==> config.mk <==
export PLATFORM = sky130hd
export DESIGN_NAME = fetch_sequencer
export DESIGN_NICKNAME = d
export VERILOG_FILES = /design/src/rtl/fetch_sequencer.sv
export SDC_FILE = /design/constraint.sdc
export NUM_CORES = 1
export LEC_CHECK = 0
export ABC_AREA = 1
export CORE_MARGIN = 2
export CORE_UTILIZATION = 37
export DETAILED_ROUTE_END_ITERATION = 16
export PLACE_DENSITY_LB_ADDON = 0.15
export REMOVE_ABC_BUFFERS = 1
export SETUP_SLACK_MARGIN = 0.5
export SLEW_MARGIN = 30
export SYNTH_ARGS = -nofsm -noshare
export SYNTH_HDL_FRONTEND = slang
export SYNTH_SLANG_ARGS = --single-unit
==> constraint.sdc <==
create_clock -name clk -period 1.11 [get_ports clk]
set_input_delay 0.222 -clock clk [delete_from_list [all_inputs] [get_ports clk]]
set_output_delay 0.222 -clock clk [all_outputs]
set_load 0.05 [all_outputs]
==> src/rtl/fetch_sequencer.sv <==
// fetch_sequencer: instruction-fetch controller for a 16 x 16-bit program ROM.
// Keeps the program counter and presents one registered instruction to decode
// over a valid/ready handshake. Execute can redirect the PC. A halt request
// stops fetching until reset.
// Optional build macro FETCH_DEBUG_PORT_EN adds a debug reader that shares the
// single ROM read port with fetch. Debug is granted immediately when fetch has
// no use for the port. Otherwise it is granted after waiting three cycles.
module fetch_sequencer #(
  parameter int ADDR_W = 4,
  parameter int INST_W = 16
) (
  input  logic              clk,
  input  logic              rst,
  output logic [ADDR_W-1:0] rom_addr,
  input  logic [INST_W-1:0] rom_data,
  output logic [INST_W-1:0] inst,
  output logic [ADDR_W-1:0] inst_pc,
  output logic              inst_valid,
  input  logic              inst_ready,
  input  logic              redirect_valid,
  input  logic [ADDR_W-1:0] redirect_pc,
  input  logic              halt,
  output logic              halted
`ifdef FETCH_DEBUG_PORT_EN
  ,
  input  logic              dbg_req,
  input  logic [ADDR_W-1:0] dbg_addr,
  output logic [INST_W-1:0] dbg_data,
  output logic              dbg_ack
`endif
);

  typedef enum logic {RUN, HALT} state_t;

  state_t              state_reg, state_next;
  logic [ADDR_W-1:0]   pc_reg, pc_next;
  logic [INST_W-1:0]   inst_reg, inst_next;
  logic [ADDR_W-1:0]   inst_pc_reg, inst_pc_next;
  logic                inst_valid_reg, inst_valid_next;
  logic                halted_reg, halted_next;

  logic                fetch_need;
  logic                fetch_lost;   // debug holds the ROM port this cycle
  logic                accept;

`ifdef FETCH_DEBUG_PORT_EN
  logic [1:0]          starve_reg, starve_next;
  logic [INST_W-1:0]   dbg_data_reg, dbg_data_next;
  logic                dbg_ack_reg, dbg_ack_next;
`endif

  assign fetch_need = (state_reg == RUN) && (!inst_valid_reg || inst_ready);
  assign accept     = inst_valid_reg && inst_ready;

  // ROM port arbitration: debug wins when fetch is idle or debug has starved
`ifdef FETCH_DEBUG_PORT_EN
  assign fetch_lost = dbg_req && (!fetch_need || (starve_reg == 2'd3));
`else
  assign fetch_lost = 1'b0;
`endif

`ifdef FETCH_DEBUG_PORT_EN
  assign rom_addr = fetch_lost ? dbg_addr : pc_reg;
`else
  assign rom_addr = pc_reg;
`endif

  // Next-state logic: a redirect beats a capture, and a capture beats a plain accept
  always_comb begin
    state_next      = state_reg;
    pc_next         = pc_reg;
    inst_next       = inst_reg;
    inst_pc_next    = inst_pc_reg;
    inst_valid_next = inst_valid_reg;
    if (state_reg == RUN) begin
      if (halt) begin
        state_next = HALT;
      end
      if (redirect_valid) begin
        pc_next         = redirect_pc;
        inst_valid_next = 1'b0;
      end else if (fetch_need && !fetch_lost && !halt) begin
        inst_next       = rom_data;
        inst_pc_next    = pc_reg;
        inst_valid_next = 1'b1;
        pc_next         = pc_reg + ADDR_W'(1);
      end else if (accept) begin
        inst_valid_next = 1'b0;
      end
    end else if (accept) begin
      // In HALT, only draining the held instruction is possible.
      inst_valid_next = 1'b0;
    end
    halted_next = (state_next == HALT) && !inst_valid_next;
  end

`ifdef FETCH_DEBUG_PORT_EN
  // Debug read side: count the cycles a request waits, and register the data on grant
  always_comb begin
    starve_next   = (dbg_req && !fetch_lost) ? starve_reg + 2'd1 : 2'd0;
    dbg_ack_next  = fetch_lost;
    dbg_data_next = fetch_lost ? rom_data : dbg_data_reg;
  end
`endif

  // State register for the fetch FSM, its outputs and the debug read path
  always_ff @(posedge clk) begin
    if (rst) begin
      state_reg      <= RUN;
      pc_reg         <= '0;
      inst_reg       <= '0;
      inst_pc_reg    <= '0;
      inst_valid_reg <= 1'b0;
      halted_reg     <= 1'b0;
`ifdef FETCH_DEBUG_PORT_EN
      starve_reg     <= '0;
      dbg_data_reg   <= '0;
      dbg_ack_reg    <= 1'b0;
`endif
    end else begin
      state_reg      <= state_next;
      pc_reg         <= pc_next;
      inst_reg       <= inst_next;
      inst_pc_reg    <= inst_pc_next;
      inst_valid_reg <= inst_valid_next;
      halted_reg     <= halted_next;
`ifdef FETCH_DEBUG_PORT_EN
      starve_reg     <= starve_next;
      dbg_data_reg   <= dbg_data_next;
      dbg_ack_reg    <= dbg_ack_next;
`endif
    end
  end

  assign inst       = inst_reg;
  assign inst_pc    = inst_pc_reg;
  assign inst_valid = inst_valid_reg;
  assign halted     = halted_reg;
`ifdef FETCH_DEBUG_PORT_EN
  assign dbg_data   = dbg_data_reg;
  assign dbg_ack    = dbg_ack_reg;
`endif

endmodule

; ---- Word level (Yosys, flattened, before mapping)
; Cells that the tools add are included.
[op_classes]
n_addsub = 1
n_shift = 0
reduce_logical = 11
bitwise_logic = 2
div = 0
magnitude_cmp = 0
mul = 0
muxes = 8
n_eq_ne = 0
[ops]
columns = op, n
row1 = $mux 4, 2
row2 = $mux 1, 6
row3 = $add 4x1->4 const B, 1
row4 = $logic_and 1x1->1, 4
row5 = $logic_not 1->1, 3
row6 = $reduce_and 3->1, 1
row7 = $not 1->1, 2
row8 = $reduce_and 2->1, 1
row9 = $reduce_bool 2->1, 1
row10 = $logic_or 1x1->1, 1
[totals]
latch_bits = 0
output_inout_bits = 26
input_bits = 25
ram_bits = 0
reg_bits = 27
mem_bits_ro = 0
n_memories = 0
elab_cells = 28

; ---- Logic depth before layout (Yosys ltp)
; Gate-level depths: netlist of run 1.
[depth]
depth_word = 9
ltp_mapped = 8

; ---- Worst setup path after synthesis of run 1
; OpenSTA, ideal clock, no wires.
[synth_path]
path_type = flip-flop to flip-flop
start = register inst_valid_reg, in the netlist inst_valid
end = register inst_pc_reg[3], in the netlist inst_pc[3]
arrival_time_ns = 1.298
setup_ns = 0.132
path_stages_with_launch = 8
slack_ns = -0.320
required_ns = 0.978
synth_period_minus_slack_ns = 1.430
cell_sequence = dfxtp_1 > nand2_1 > nand2_2 > clkinv_2 > buf_8 > buf_12 > nand3_2 > a21oi_2
[synth_via]
elab_chain_cells = 5
[synth_lines]
columns = element, line
row1 = from (decl), 39  ; logic inst_valid_reg, inst_valid_next;
row2 = from (signal assigned), 125  ; inst_valid_reg <= inst_valid_next;
row3 = $logic_not 1->1, 52  ; assign fetch_need = (state_reg == RUN) && (!inst_valid_reg || inst_ready);
row4 = $logic_or 1x1->1, 52
row5 = $logic_and 1x1->1, 52
row6 = $logic_and 1x1->1, 82  ; end else if (fetch_need && !fetch_lost && !halt) begin
row7 = $reduce_and 3->1 (no source line), -
row8 = to (signal assigned), 124  ; inst_pc_reg <= inst_pc_next;
row9 = to (decl), 38  ; logic [ADDR_W-1:0] inst_pc_reg, inst_pc_next;
; Every way passes these cells.
; A chain may end at the register's enable or synchronous reset.

; ---- Worst setup path after layout of run 1
[layout_path]
start = register state_reg
end = register pc_reg[3], in the netlist rom_addr[3]
[layout_via]
elab_chain_cells = 5
[layout_lines]
columns = element, line
row1 = from (decl), 35  ; state_t state_reg, state_next;
row2 = from (signal assigned), 121  ; state_reg <= state_next;
row3 = $not 1->1 (no source line) *, -
row4 = $logic_and 1x1->1, 52
row5 = $logic_and 1x1->1, 82
row6 = $reduce_bool 2->1 (no source line), -
row7 = $reduce_and 2->1 (no source line) *, -
row8 = to (signal assigned), 122  ; pc_reg <= pc_next;
row9 = to (decl), 36  ; logic [ADDR_W-1:0] pc_reg, pc_next;
; Every way passes the cells marked *; elsewhere a longest branch is shown, timed or not.

==> results of run 1 <==
[logic make-up (layout without fill, tap and decap cells)]
family | after synthesis | in the layout
and+or+nand+nor | 69 | 69
AOI/OAI and AO/OA | 28 | 28
DFF | 27 | 27
buffers and inverters | 19 | 103
adders and majority gates | 1 | 1
[cells in the mapped netlist (4+ instances only)]
cell type	count	area share [%]
nand2_1	35	11
o21ai_0	4	1.7
a21oi_2	10	7.3
nand3_1	12	5.0
dfxtp_1	27	45
buf_2	4	1.7
nand3_2	10	8.4
a21oi_1	13	5.4
inv_1	9	2.8
nor2_1	7	2.2
[timing repair]
action / in CTS / in global routing
setup buffers: 13 / 8
resized for setup: 85 / 33
pin swaps: 9 / 17
hold buffers: 0 / 0
setup endpoints to repair: 53 / 53
gates cloned: 5 / 0
[final cells by class]
type                            instances  share of cell area (%)
Clock buffer                            3                   0.841
Clock inverter                          1                   0.187
Inverter                               11                    2.10
Multi-Input combinational cell         98                    28.4
Sequential cell                        27                    22.4
Tap cell                               44                    2.06
Timing Repair Buffer                   88                    44.1
[power by group through the flow]
| stage | registers [W] | clock network [W] | logic [W] |
|---|---|---|---|
| floorplan | 0.00124 | 0 | 0.000151 |
| global placement | 0.00110 | 0 | 0.000700 |
| detailed placement | 0.00110 | 0 | 0.000716 |
| CTS | 0.00108 | 0.000437 | 0.000893 |
| global route | 0.00108 | 0.000461 | 0.00106 |
| finish | 0.00108 | 0.000431 | 0.00102 |
[worst min-delay path by stage]
stage                startpoint          to  slack, ps  cells after the start
global route        rom_data[1]     inst[1]        450                      3
floorplan                   rst    inst[10]        280                      1
finish               inst_ready  inst_valid        430                      6
detailed placement      inst[7]     inst[7]        500                      2
global placement       inst[12]    inst[12]        490                      2
CTS                  inst_ready  inst_valid        390                      6
[critical path: stages, from the launching register on]
cell and delay [ps]:
dfxtp_2 360, nor2_4 180, nand2_8 100, buf_4 150
a21oi_2 170, nand2_1 100, a21oi_1 130
[per-stage QoR]
step / area (um^2) / hold WS [ps]
global route: 2680 / 454
CTS: 2460 / 387
detailed placement: 2050 / 499
finish: 2680 / 429
floorplan: 1130 / 284
global placement: 2050 / 489
[routing by layer]
| layer | track usage [%] | part of all wire [%] | up-vias |
|---|---|---|---|
| li1 | - | - | 641 |
| met1 | 29.8 | 36 | 684 |
| met2 | 46.9 | 55 | 77 |
| met3 | 3.84 | 6.0 | 14 |
| met4 | 10.6 | 2.8 | 0 |
| met5 | 0 | 0 | - |
==> impl_results.md, run 1 <==
- Status: finished with violations
- Failing checks: negative setup slack
- Initial antenna violation count: 0
- Max-slew headroom: 81.6%
- Largest net degree at the start of global routing: 16
- Mean post-synth cell area: 8.30 um^2
- Hold WC Path Type: in -> reg
- Final ANT Viol Nets: 0
- Non-filler cells in the finished layout: 272
- Synth Register Bits: 27
- Switch Pwr: 0.000867 W
- Endpoints failing hold: 0
- GR Overflow Total: 0
- Clock buffer depth: 2
- Maximum vdd drop: 0.000530 V
- Worst Tran Pin Value: 274 ps
- Gate power share: 40.4%
- Slew Viols, Final: 0
- CTS tree: built
- Ant diodes: 0
- Multiplexer area fraction after synthesis: 0%
- Drt wl/cell: 18.7 um
- Root Buffer: clkbuf_4
- Startpoint types: register
- Drt via density: 5.21
- Gpl congestion: 0.750
- Final WL: 5090 um
- Post-Syn Area: 1190 um^2
- Max reg flops: 16
- Seq/Total Area, Yosys: 45.2%
- Setup TNS: -1520 ps
- Leak: 1.04 nW
- Minimum clock period: 1250 ps
- Vias in the first global route: 1,417
- Share of layout cells above drive strength 1: 67.5%
- Core ar.: 3050 um^2
- Compound-cell area share of the yosys netlist: 15.1%
- Crit. End Element: register
- Initial DRC Count: 65
- Die ar.: 3700 um^2
- Via count: 1,416
- Critical setup path kind: reg -> reg
- Clock power share: 17.0%
- Clk slew on worst S/H paths: 140 ps
- Die X-Extent: 60.8 um
- Area Overhead vs Synth: 124%
- FF+latch area: 599 um^2
- Final setup viols: 26
- Worst R2R Setup Slack: -140 ps
- Critical path origin: state_reg
- Port Buffers: 50
- Num rows: 20
- DP HPWL: 2480 um
- Flop pwr share: 42.6%
- Crit path capture: rom_addr[3]
- WP data required: 1370 ps
- Yosys warns: 0
- Post-synth EDFFs: 0
- Simple-Gate Fraction of Synth Area: 29.5%
- Xor/xnor share of the synthesized area: 0%
- Unrepaired setup endpoints after global routing: yes
- Switching share of power: 34.3%
- Remaining DRCs: 0
- Post-synthesis adder-cell area fraction: 1.05%
- Max frequency: 0.798 GHz
- Synth Instances: 144
- H-tree depth: 1
- DR pass1 iterations: 4
- Worst R2R Path Depth: 6
- Num ports: 51
- Largest family of logic cells by synthesized area: simple AND/OR/NAND/NOR gates
- Reg2reg start: state_reg
- Total GRT Usage: 25.7%
- Total Power: 0.00253 W
- Filler cells: 143
- CP Max Fanout: 4
- Nets: 255
- Distinct cells, synth: 23
- R2R Path End: rom_addr[3]
- Async SR Flop Fraction: 0%
- Die span in y: 60.8 um
- Placed Instances: 242
- Pre-CTS WS: -369 ps
- Commonest non-fill, non-tap cell in the layout: buf_12
- Internal: 0.00166 W
- Total CTS buffers: 3
- Clk_lat worst skew: 320 ps
- First-pass GRT wire length: 6870 um
- Effective utilization at floorplan: 39.1%
- Post-route core utilization: 87.7%
- Most frequent cells in the layout: buf_12 (30), a21oi_2 (21), nand2_1 (20), clkdlybuf4s50_1 (20), buf_4 (18)
- Clk sinks: 27
- Max_cap viols: 0
- Ys flop type: dfxtp_1
- Final period util: 113%
- Area of the multi-input gates: 759 um^2
- Worst Path Arrival: 1510 ps
- Worst Clk Skew: 5.11 ps
- Power density over the cells: 945 nW/um^2
- Setup ws final: -143 ps
Note: power is estimated with default switching activity, not from simulation.
==> run 2, diff against run 1 <==
- SLEW_MARGIN: 30 -> default
==> results of run 2 <==
Same layout as run 1: the final DEF is identical, and so are final timing and power.
==> run 3, diff against run 2 <==
- CAP_MARGIN: default -> 20
- CORE_UTILIZATION: 37 -> 44
- CTS_CLUSTER_SIZE: default -> 8
- clock period: 1.11 -> 1.6 ns (I/O delays scaled with it)
==> run 3 against run 2 <==
The flow now finishes without violations. Sequential power fell by 30%. Global-route usage rose by 1.6 points. Utilization is 8.4 points higher. Combinational power decreased by 34%. Largest power group unchanged. Highest routed layer unchanged.
==> impl_results.md, run 3 (same netlist as run 1, synthesis figures left out) <==
- Status: finished, final reports clean
- Root Buffer: clkbuf_4
- Slew Viols, Final: 0
- Worst Tran Pin Value: 303 ps
- First-pass GRT wire length: 6710 um
- Drt via density: 6.16
- Num rows: 18
- Nets: 248
- Max-slew headroom: 79.8%
- Core ar.: 2520 um^2
- Total Power: 0.00176 W
- Largest net degree at the start of global routing: 16
- Clock buffer depth: 2
- CTS Hold Bufs: 0
- CP Max Fanout: 5
- Worst Clk Skew: 2.36 ps
- Final setup viols: 0
- WP data required: 1890 ps
- Share of layout cells above drive strength 1: 62.9%
- Worst Path Arrival: 1580 ps
- Total CTS buffers: 3
- Port Buffers: 50
- Die span in y: 56.1 um
- Total GRT Usage: 27.3%
- Effective utilization at floorplan: 47.4%
- Worst R2R Path Depth: 8
- Initial antenna violation count: 0
- Setup ws final: 304 ps
- H-tree depth: 1
- Max reg flops: 16
- Clk_lat worst skew: 360 ps
- Clk sinks: 27
- Die ar.: 3150 um^2
- Final instance area: 2420 um^2
- Via count: 1,546
- CTS tree: built
- Area Overhead vs Synth: 103%
- Critical path origin: inst_valid
- Num ports: 51
- Initial DRC Count: 106
- DR pass1 iterations: 4
- Remaining DRCs: 0
- Crit. End Element: register
- Pre-CTS WS: 3.36 ps
- Post-route core utilization: 96.1%
- Worst R2R Setup Slack: 300 ps
- Max frequency: 0.772 GHz
- Power density over the cells: 727 nW/um^2
- Most frequent cells in the layout: nand2_1 (26), dfxtp_2 (23), clkdlybuf4s50_1 (21)
- Die X-Extent: 56.1 um
- Clk slew on worst S/H paths: 150 ps
- Vias in the first global route: 1,418
- Final ANT Viol Nets: 0
- Ant diodes: 0
- Crit path capture: inst[5]
- Drt wl/cell: 24.0 um
- Startpoint types: register
- Reg2reg start: inst_valid
- R2R Path End: inst[5]
- Critical setup path kind: reg -> reg
- Area after DPL: 1730 um^2
- Maximum vdd drop: 0.000744 V
- Minimum clock period: 1300 ps
- DP HPWL: 2140 um
- Commonest non-fill, non-tap cell in the layout: nand2_1
- GR Overflow Total: 0
- Final period util: 81.0%
- Gpl congestion: 0.791
- Max_cap viols: 0
- Endpoints failing hold: 0
- Final WL: 6030 um
- Hold WC Path Type: in -> reg
- Unrepaired setup endpoints after global routing: yes
- Leak: 0.960 nW
-- run 3: worst min-delay path by stage --
stage,from,endpoint,cells past startpoint
finish,rom_data[7],inst[7],3
floorplan,rst,inst[10],1
global route,rom_data[7],inst[7],3
CTS,inst_ready,inst_valid,6
global placement,inst_pc[0],inst_pc[0],2
detailed placement,inst_pc[0],inst_pc[0],2
-- run 3: metal layers --
metal	track usage [%]	vias to the layer above	wire length (um)
li1	-	633	-
met1	33.7	736	2140
met2	45.9	134	2930
met3	4.19	43	509
met4	13.3	0	440
met5	0	-	0
-- run 3: final cells by class --
type / instances / area (um^2)
timing repair buffer: 81 / 1020
multi-input combinational: 98 / 706
sequential: 27 / 584
fill: 52 / 97.6
inverter: 11 / 46.3
tap: 30 / 37.5
clock buffer: 4 / 26.3
-- run 3: report_power, final --
group          switching [W]  leakage (nW)  total (W)  internal [W]
Clock               0.000232        0.0150   0.000331     0.0000988
Sequential         0.0000399         0.233   0.000754      0.000714
Combinational       0.000360         0.712   0.000678      0.000319
-- run 3: critical path, stage by stage, from the launching register on --
cell	delay (ps)
dfxtp_2	380
nand2_2	100
nand2_4	100
clkinv_4	80
nand2_8	90
buf_12	110
buf_16	110
nand2_1	70
a21oi_2	190
-- run 3: timing repair --
| item | 4_1_cts | 5_1_grt |
|---|---|---|
| resized for setup | 89 | 33 |
| cloned | 4 | 1 |
| setup endpoints to repair | 50 | 52 |
| pin swaps | 5 | 17 |
| setup buffers | 16 | 3 |
-- run 3: through the flow --
stage                     setup TNS, ps  hold WS, ps  cells
after detailed placement              0          452    223
after global routing                  0          502    251
after global placement                0          446    223
after CTS                             0          476    247
after floorplan                   -3680          382    136
final                                 0          511    251
==> variant 1 (config.mk and constraints of run 3) <==
Make the reset (`rst`) asynchronous in one clocked block.
--- a/src/rtl/fetch_sequencer.sv
+++ b/src/rtl/fetch_sequencer.sv
@@ -104,7 +104,7 @@
 `endif
 
   // State register for the fetch FSM, its outputs and the debug read path
-  always_ff @(posedge clk) begin
+  always_ff @(posedge clk or posedge rst) begin
     if (rst) begin
       state_reg      <= RUN;
       pc_reg         <= '0;
Check against the original RTL: differs if rst is asserted again (counterexample within 4 cycles, from zero or initial values and one cycle with rst high); with rst held inactive, the same outputs for 10 cycles.
==> variant 1 against run 3 <==
- setup slack worse by 59 ps
- sequential power grew 7.0%
- hold slack lost 180 ps
- combinational power rose by 11%
- non-clock buffer count grew 1
- fmax shrank 4.3%
- synthesized area grew 0.21%
- total power rose by 5.2%
- routed wire length shrank 33%
- final area down 7.9%
- via count shrank 17%
- sequential cell count unchanged
==> variant 1: results (changes against run 3) <==
status complete, no violations; Commonest cells post-synth 56 x nand2_1, 27 x dfrtp_1, 11 x o21ai_0; Post-Syn Instances 137 (-4.9%); via count of the first global-routing pass 1263 (-11%); layout cell share with drive strength beyond 1 0.495 (-0.134); Clock Power 298 uW (-10%); Most used DFF post-synth dfrtp_1; initial DRC count 29 (-73%); TritonCTS buffer count 3 (unchanged); Wirelength per Cell 16.5 um (-31%); DRC 0 (unchanged); Seq/Total Area, Yosys 0.564 (+0.112); Place WS -1.84 ps (-5.20 ps); CP Max Fanout 8 (+3); slowest stage delay, CP 490 ps (+110 ps); GRT Total Usage 0.240 (-0.0328); top post-synthesis cells by area dfrtp_1 56%, nand2_1 18%, o21ai_0 4.6%, o21ai_1 4.2%, buf_6 3.8%; Worst-path clk slew 150 ps (about the same); ys async rst share 1.00 (+1.00); worst slew pin tran 352 ps (+49.0 ps); Post-CTS Setup Bufs 12 (-4); CP Capture Point inst_pc[2]$_DFFE_PP0P_; final setup margin 245 ps (-58.6 ps); fin cells 246 (-2.0%); Routability Congestion 0.773 (-2.3%); hold crit path type primary input to asynchronous set/reset pin; largest net degree at the start of global routing 28 (+12); VDD IR max 0.000796 V (+7.0%); Reg power frac 0.435 (+0.007); Critical R2R Launch inst_valid$_DFF_PP0_; Fillers 120 (+130%); # diodes 0 (unchanged); drt via density 5.23 (-15%); Reg2Reg Depth 6 (-2); Slowest cell on crit path clkdlybuf4s50_1; Clock Skew 13.6 ps (+11.2 ps); Critical Path AT 1560 ps (-20 ps); Seq. pwr 807 uW (+7.0%); initial antenna violation count 0 (unchanged); Synth cell types 17 (-26%); Inst Count DP 218 (-2.2%); R2R setup slack 270 ps (-30 ps); global-route wire length before repair 5930 um (-12%); Clock Latency Late Sink 330 ps (-30 ps); CTS H-Tree Depth 1 (unchanged); RR Endpoint inst_pc[2]$_DFFE_PP0P_; Int Power 1190 uW (+5.1%); dpl hpwl 2130 um (-0.52%); Area after DPL 1730 sq um (+0.14%); IO Port Bufs 50 (unchanged); Resized Gates After CTS 68 (-24%); static leakage 0.00114 uW (+19%); final-stage net count 243 (-2.0%); DR pass1 iterations 4 (unchanged); Finished Cell Area 2230 sq um (-7.9%); Synth warnings 0 (unchanged); largest delay contributor family on the critical path buffers and inverters; Clock Tree Buf Depth 2 (unchanged); crit path launch inst_ready
-- variant 1: cell count changes after synthesis, moves of 4 or more --
cell     before  now
buf_6         0    4
o21ai_1       0   10
dfrtp_1       0   27
buf_2         4    0
nand2_1      35   56
nand3_1      12    5
a21oi_1      13    3
nand3_2      10    0
a21oi_2      10    0
o21ai_0       4   11
dfxtp_1      27    0
-- variant 1: layer usage --
metal,part of all wire,up-vias,GRT usage
met2,0.57,49,0.420
met1,0.36,630,0.290
met3,0.044,10,0.0442
met5,0,-,0
li1,-,598,-
met4,0.022,0,0.0918
-- variant 1: cells by family (layout without fill, tap and decap cells) --
| group | count (synthesis) | in the layout | share of synthesized area |
|---|---|---|---|
| simple gates | 69 | 69 | 0.242 |
| flops | 27 | 27 | 0.564 |
| compound gates | 25 | 25 | 0.107 |
| buf+inv | 15 | 94 | 0.0763 |
| fa+ha+maj | 1 | 1 | 0.0104 |
-- variant 1: worst min-delay path by stage --
stage / from / end / slack (ps) / depth (start not counted)
6_report: rst / inst[14]$_DFFE_PP0P_ / 340 / 3
5_1_grt: rst / inst[1]$_DFFE_PP0P_ / 400 / 3
4_1_cts: rst / inst[11]$_DFFE_PP0P_ / 350 / 3
3_5_place_dp: inst_pc[1]$_DFFE_PP0P_ / inst_pc[1]$_DFFE_PP0P_ / 470 / 2
3_3_place_gp: inst[13]$_DFFE_PP0P_ / inst[13]$_DFFE_PP0P_ / 460 / 2
2_1_floorplan: rst / halted$_DFF_PP0_ / 370 / 1
-- variant 1: area by class of cell --
class	count	area share
Clock buffer	4	0.0118
Inverter	8	0.0135
Multi-Input combinational cell	95	0.261
Sequential cell	27	0.305
Tap cell	30	0.0168
Timing Repair Buffer	82	0.392
-- variant 1: worst min-delay path, delay by kind of cell --
family,cells,cell delay (ps)
buffers and inverters,3,770
==> variant 2 (flow settings as in run 3) <==
Made on the original files. Set the parameter `ADDR_W` to 5 (it was 4).
--- a/src/rtl/fetch_sequencer.sv
+++ b/src/rtl/fetch_sequencer.sv
@@ -6,7 +6,7 @@
 // single ROM read port with fetch. Debug is granted immediately when fetch has
 // no use for the port. Otherwise it is granted after waiting three cycles.
 module fetch_sequencer #(
-  parameter int ADDR_W = 4,
+  parameter int ADDR_W = 5,
   parameter int INST_W = 16
 ) (
   input  logic              clk,
Ports: changed (resized inst_pc, redirect_pc and rom_addr); port bits go from 51 to 54. No check against the original RTL was run, so the function may have changed too.
==> variant 2 against run 3 <==
- sequential share of layout area is essentially flat
- critical path depth decreased by 2
- final area increased by 7.3%
- highest routed layer unchanged
- setup slack got worse by 24 ps
- total power up 12%
- synthesized area grew 3.5%
- sequential cell count grew 2
- routed wire length rose by 15%
- synthesized cell count grew 10%
- largest power group unchanged
==> variant 2: results (changes against run 3) <==
Wirelength per Cell 25.2 um (+4.9%); R2R setup slack 280 ps (-20 ps); Critical R2R Launch rom_addr[0]$_SDFFE_PP0P_; Synth cell types 21 (-8.7%); initial DRC count 152 (+43%); drt via density 6.21 (+0.79%); Comb power 706 uW (+4.1%); hold endpoint inst[12]$_SDFFE_PP0P_; CP bufs+invs 0 (-3); Finished Cell Area 2600 sq um (+7.3%); Commonest cells post-synth 36 x nand2_1, 29 x dfxtp_1, 25 x nand3_1; CP Max Fanout 4 (-1); Slowest cell on crit path dfxtp_4; fin crit period 1320 ps (+24.1 ps); Clock Skew 10.5 ps (+8.14 ps); final-stage net count 270 (+8.9%); Hold Startpoint inst[12]$_SDFFE_PP0P_; largest delay contributor family on the critical path simple AND/OR/NAND/NOR gates; Post-Syn Instances 159 (+10%); Sw Pwr 708 uW (+12%); Place WS 4.14 ps (+0.778 ps); Seq cells post-synth 29 (+7.4%); Fillers 62 (+19%); Power Dens Cells 761 nW/um^2 (+4.7%); multi-input combinational area share 0.337 (+0.0457); largest net degree at the start of global routing 14 (-2); TritonCTS buffer count 5 (+2); Routability Congestion 0.805 (+1.7%); hold crit path type flop to flop; Inst Count DP 242 (+8.5%); DR pass1 iterations 7 (+3); clock network fraction of total power 0.234 (+0.046); clock network area share 0.0212 (+0.0103); GRT Total Usage 0.280 (+0.00775); VDD IR max 0.000937 V (+26%); Slew HR 0.804 (+0.00650); CTS H-Tree Depth 2 (+1); dpl hpwl 2260 um (+5.6%); status complete, no violations; Seq/Total Area, Yosys 0.470 (+0.0173); Area after DPL 1800 sq um (+3.8%); Reg2Reg Depth 6 (-2); WL met1 2480 um (+16%); RR Endpoint rom_addr[4]$_SDFFE_PP0P_; minimum hold slack 498 ps (-12.7 ps); #MultiIn Comb 112 (+14%); Synth Area in Compound Gates 0.138 (-0.0131); Worst-path clk slew 100 ps (-50 ps); met3 wire length 594 um (+17%)
==> variant 2: changes by cell type in the layout (fill, tap and decap cells not counted), sizes merged <==
cell	before	now
nor2	8	9
inv	10	11
dlygate4sd2	3	2
o21ai	4	5
clkinv	1	3
clkdlybuf4s50	21	22
nand3	22	25
clkbuf	5	8
nand4	1	2
a21oi	23	26
dfxtp	27	29
nand2	36	41
==> variant 2: timing repair <==
| action | CTS | global route |
|---|---|---|
| pin swaps | 5 | 21 |
| setup buffers | 11 | 8 |
| resized for setup | 83 | 74 |
| endpoints found under the setup margin | 56 | 53 |
| cloned | 3 | 3 |
| hold buffers | 0 | 0 |
==> variant 2: routing by layer <==
| layer | vias up | track usage |
|---|---|---|
| li1 | 696 | - |
| met1 | 809 | 0.318 |
| met2 | 150 | 0.498 |
| met3 | 46 | 0.0862 |
| met4 | 0 | 0.0963 |
| met5 | - | 0 |
==> variant 2: kinds of logic after synthesis <==
| family | after synthesis |
|---|---|
| flip-flops | 29 |
| AO/OA/AOI/OAI | 32 |
| AND/OR/NAND/NOR | 76 |
| adder cells (fa/ha/maj) | 1 |
| buffers and inverters | 21 |
==> variant 2: worst max-delay path by stage <==
stage                     depth (start not counted)                        to                startpoint
after floorplan                                   6  rom_addr[4]$_SDFFE_PP0P_  rom_addr[1]$_SDFFE_PP0P_
after global placement                            6  rom_addr[0]$_SDFFE_PP0P_            redirect_valid
after detailed placement                          6  rom_addr[0]$_SDFFE_PP0P_            redirect_valid
after CTS                                         2               rom_addr[1]  rom_addr[1]$_SDFFE_PP0P_
after global routing                              6  rom_addr[4]$_SDFFE_PP0P_  rom_addr[0]$_SDFFE_PP0P_
final                                             6  rom_addr[4]$_SDFFE_PP0P_  rom_addr[0]$_SDFFE_PP0P_
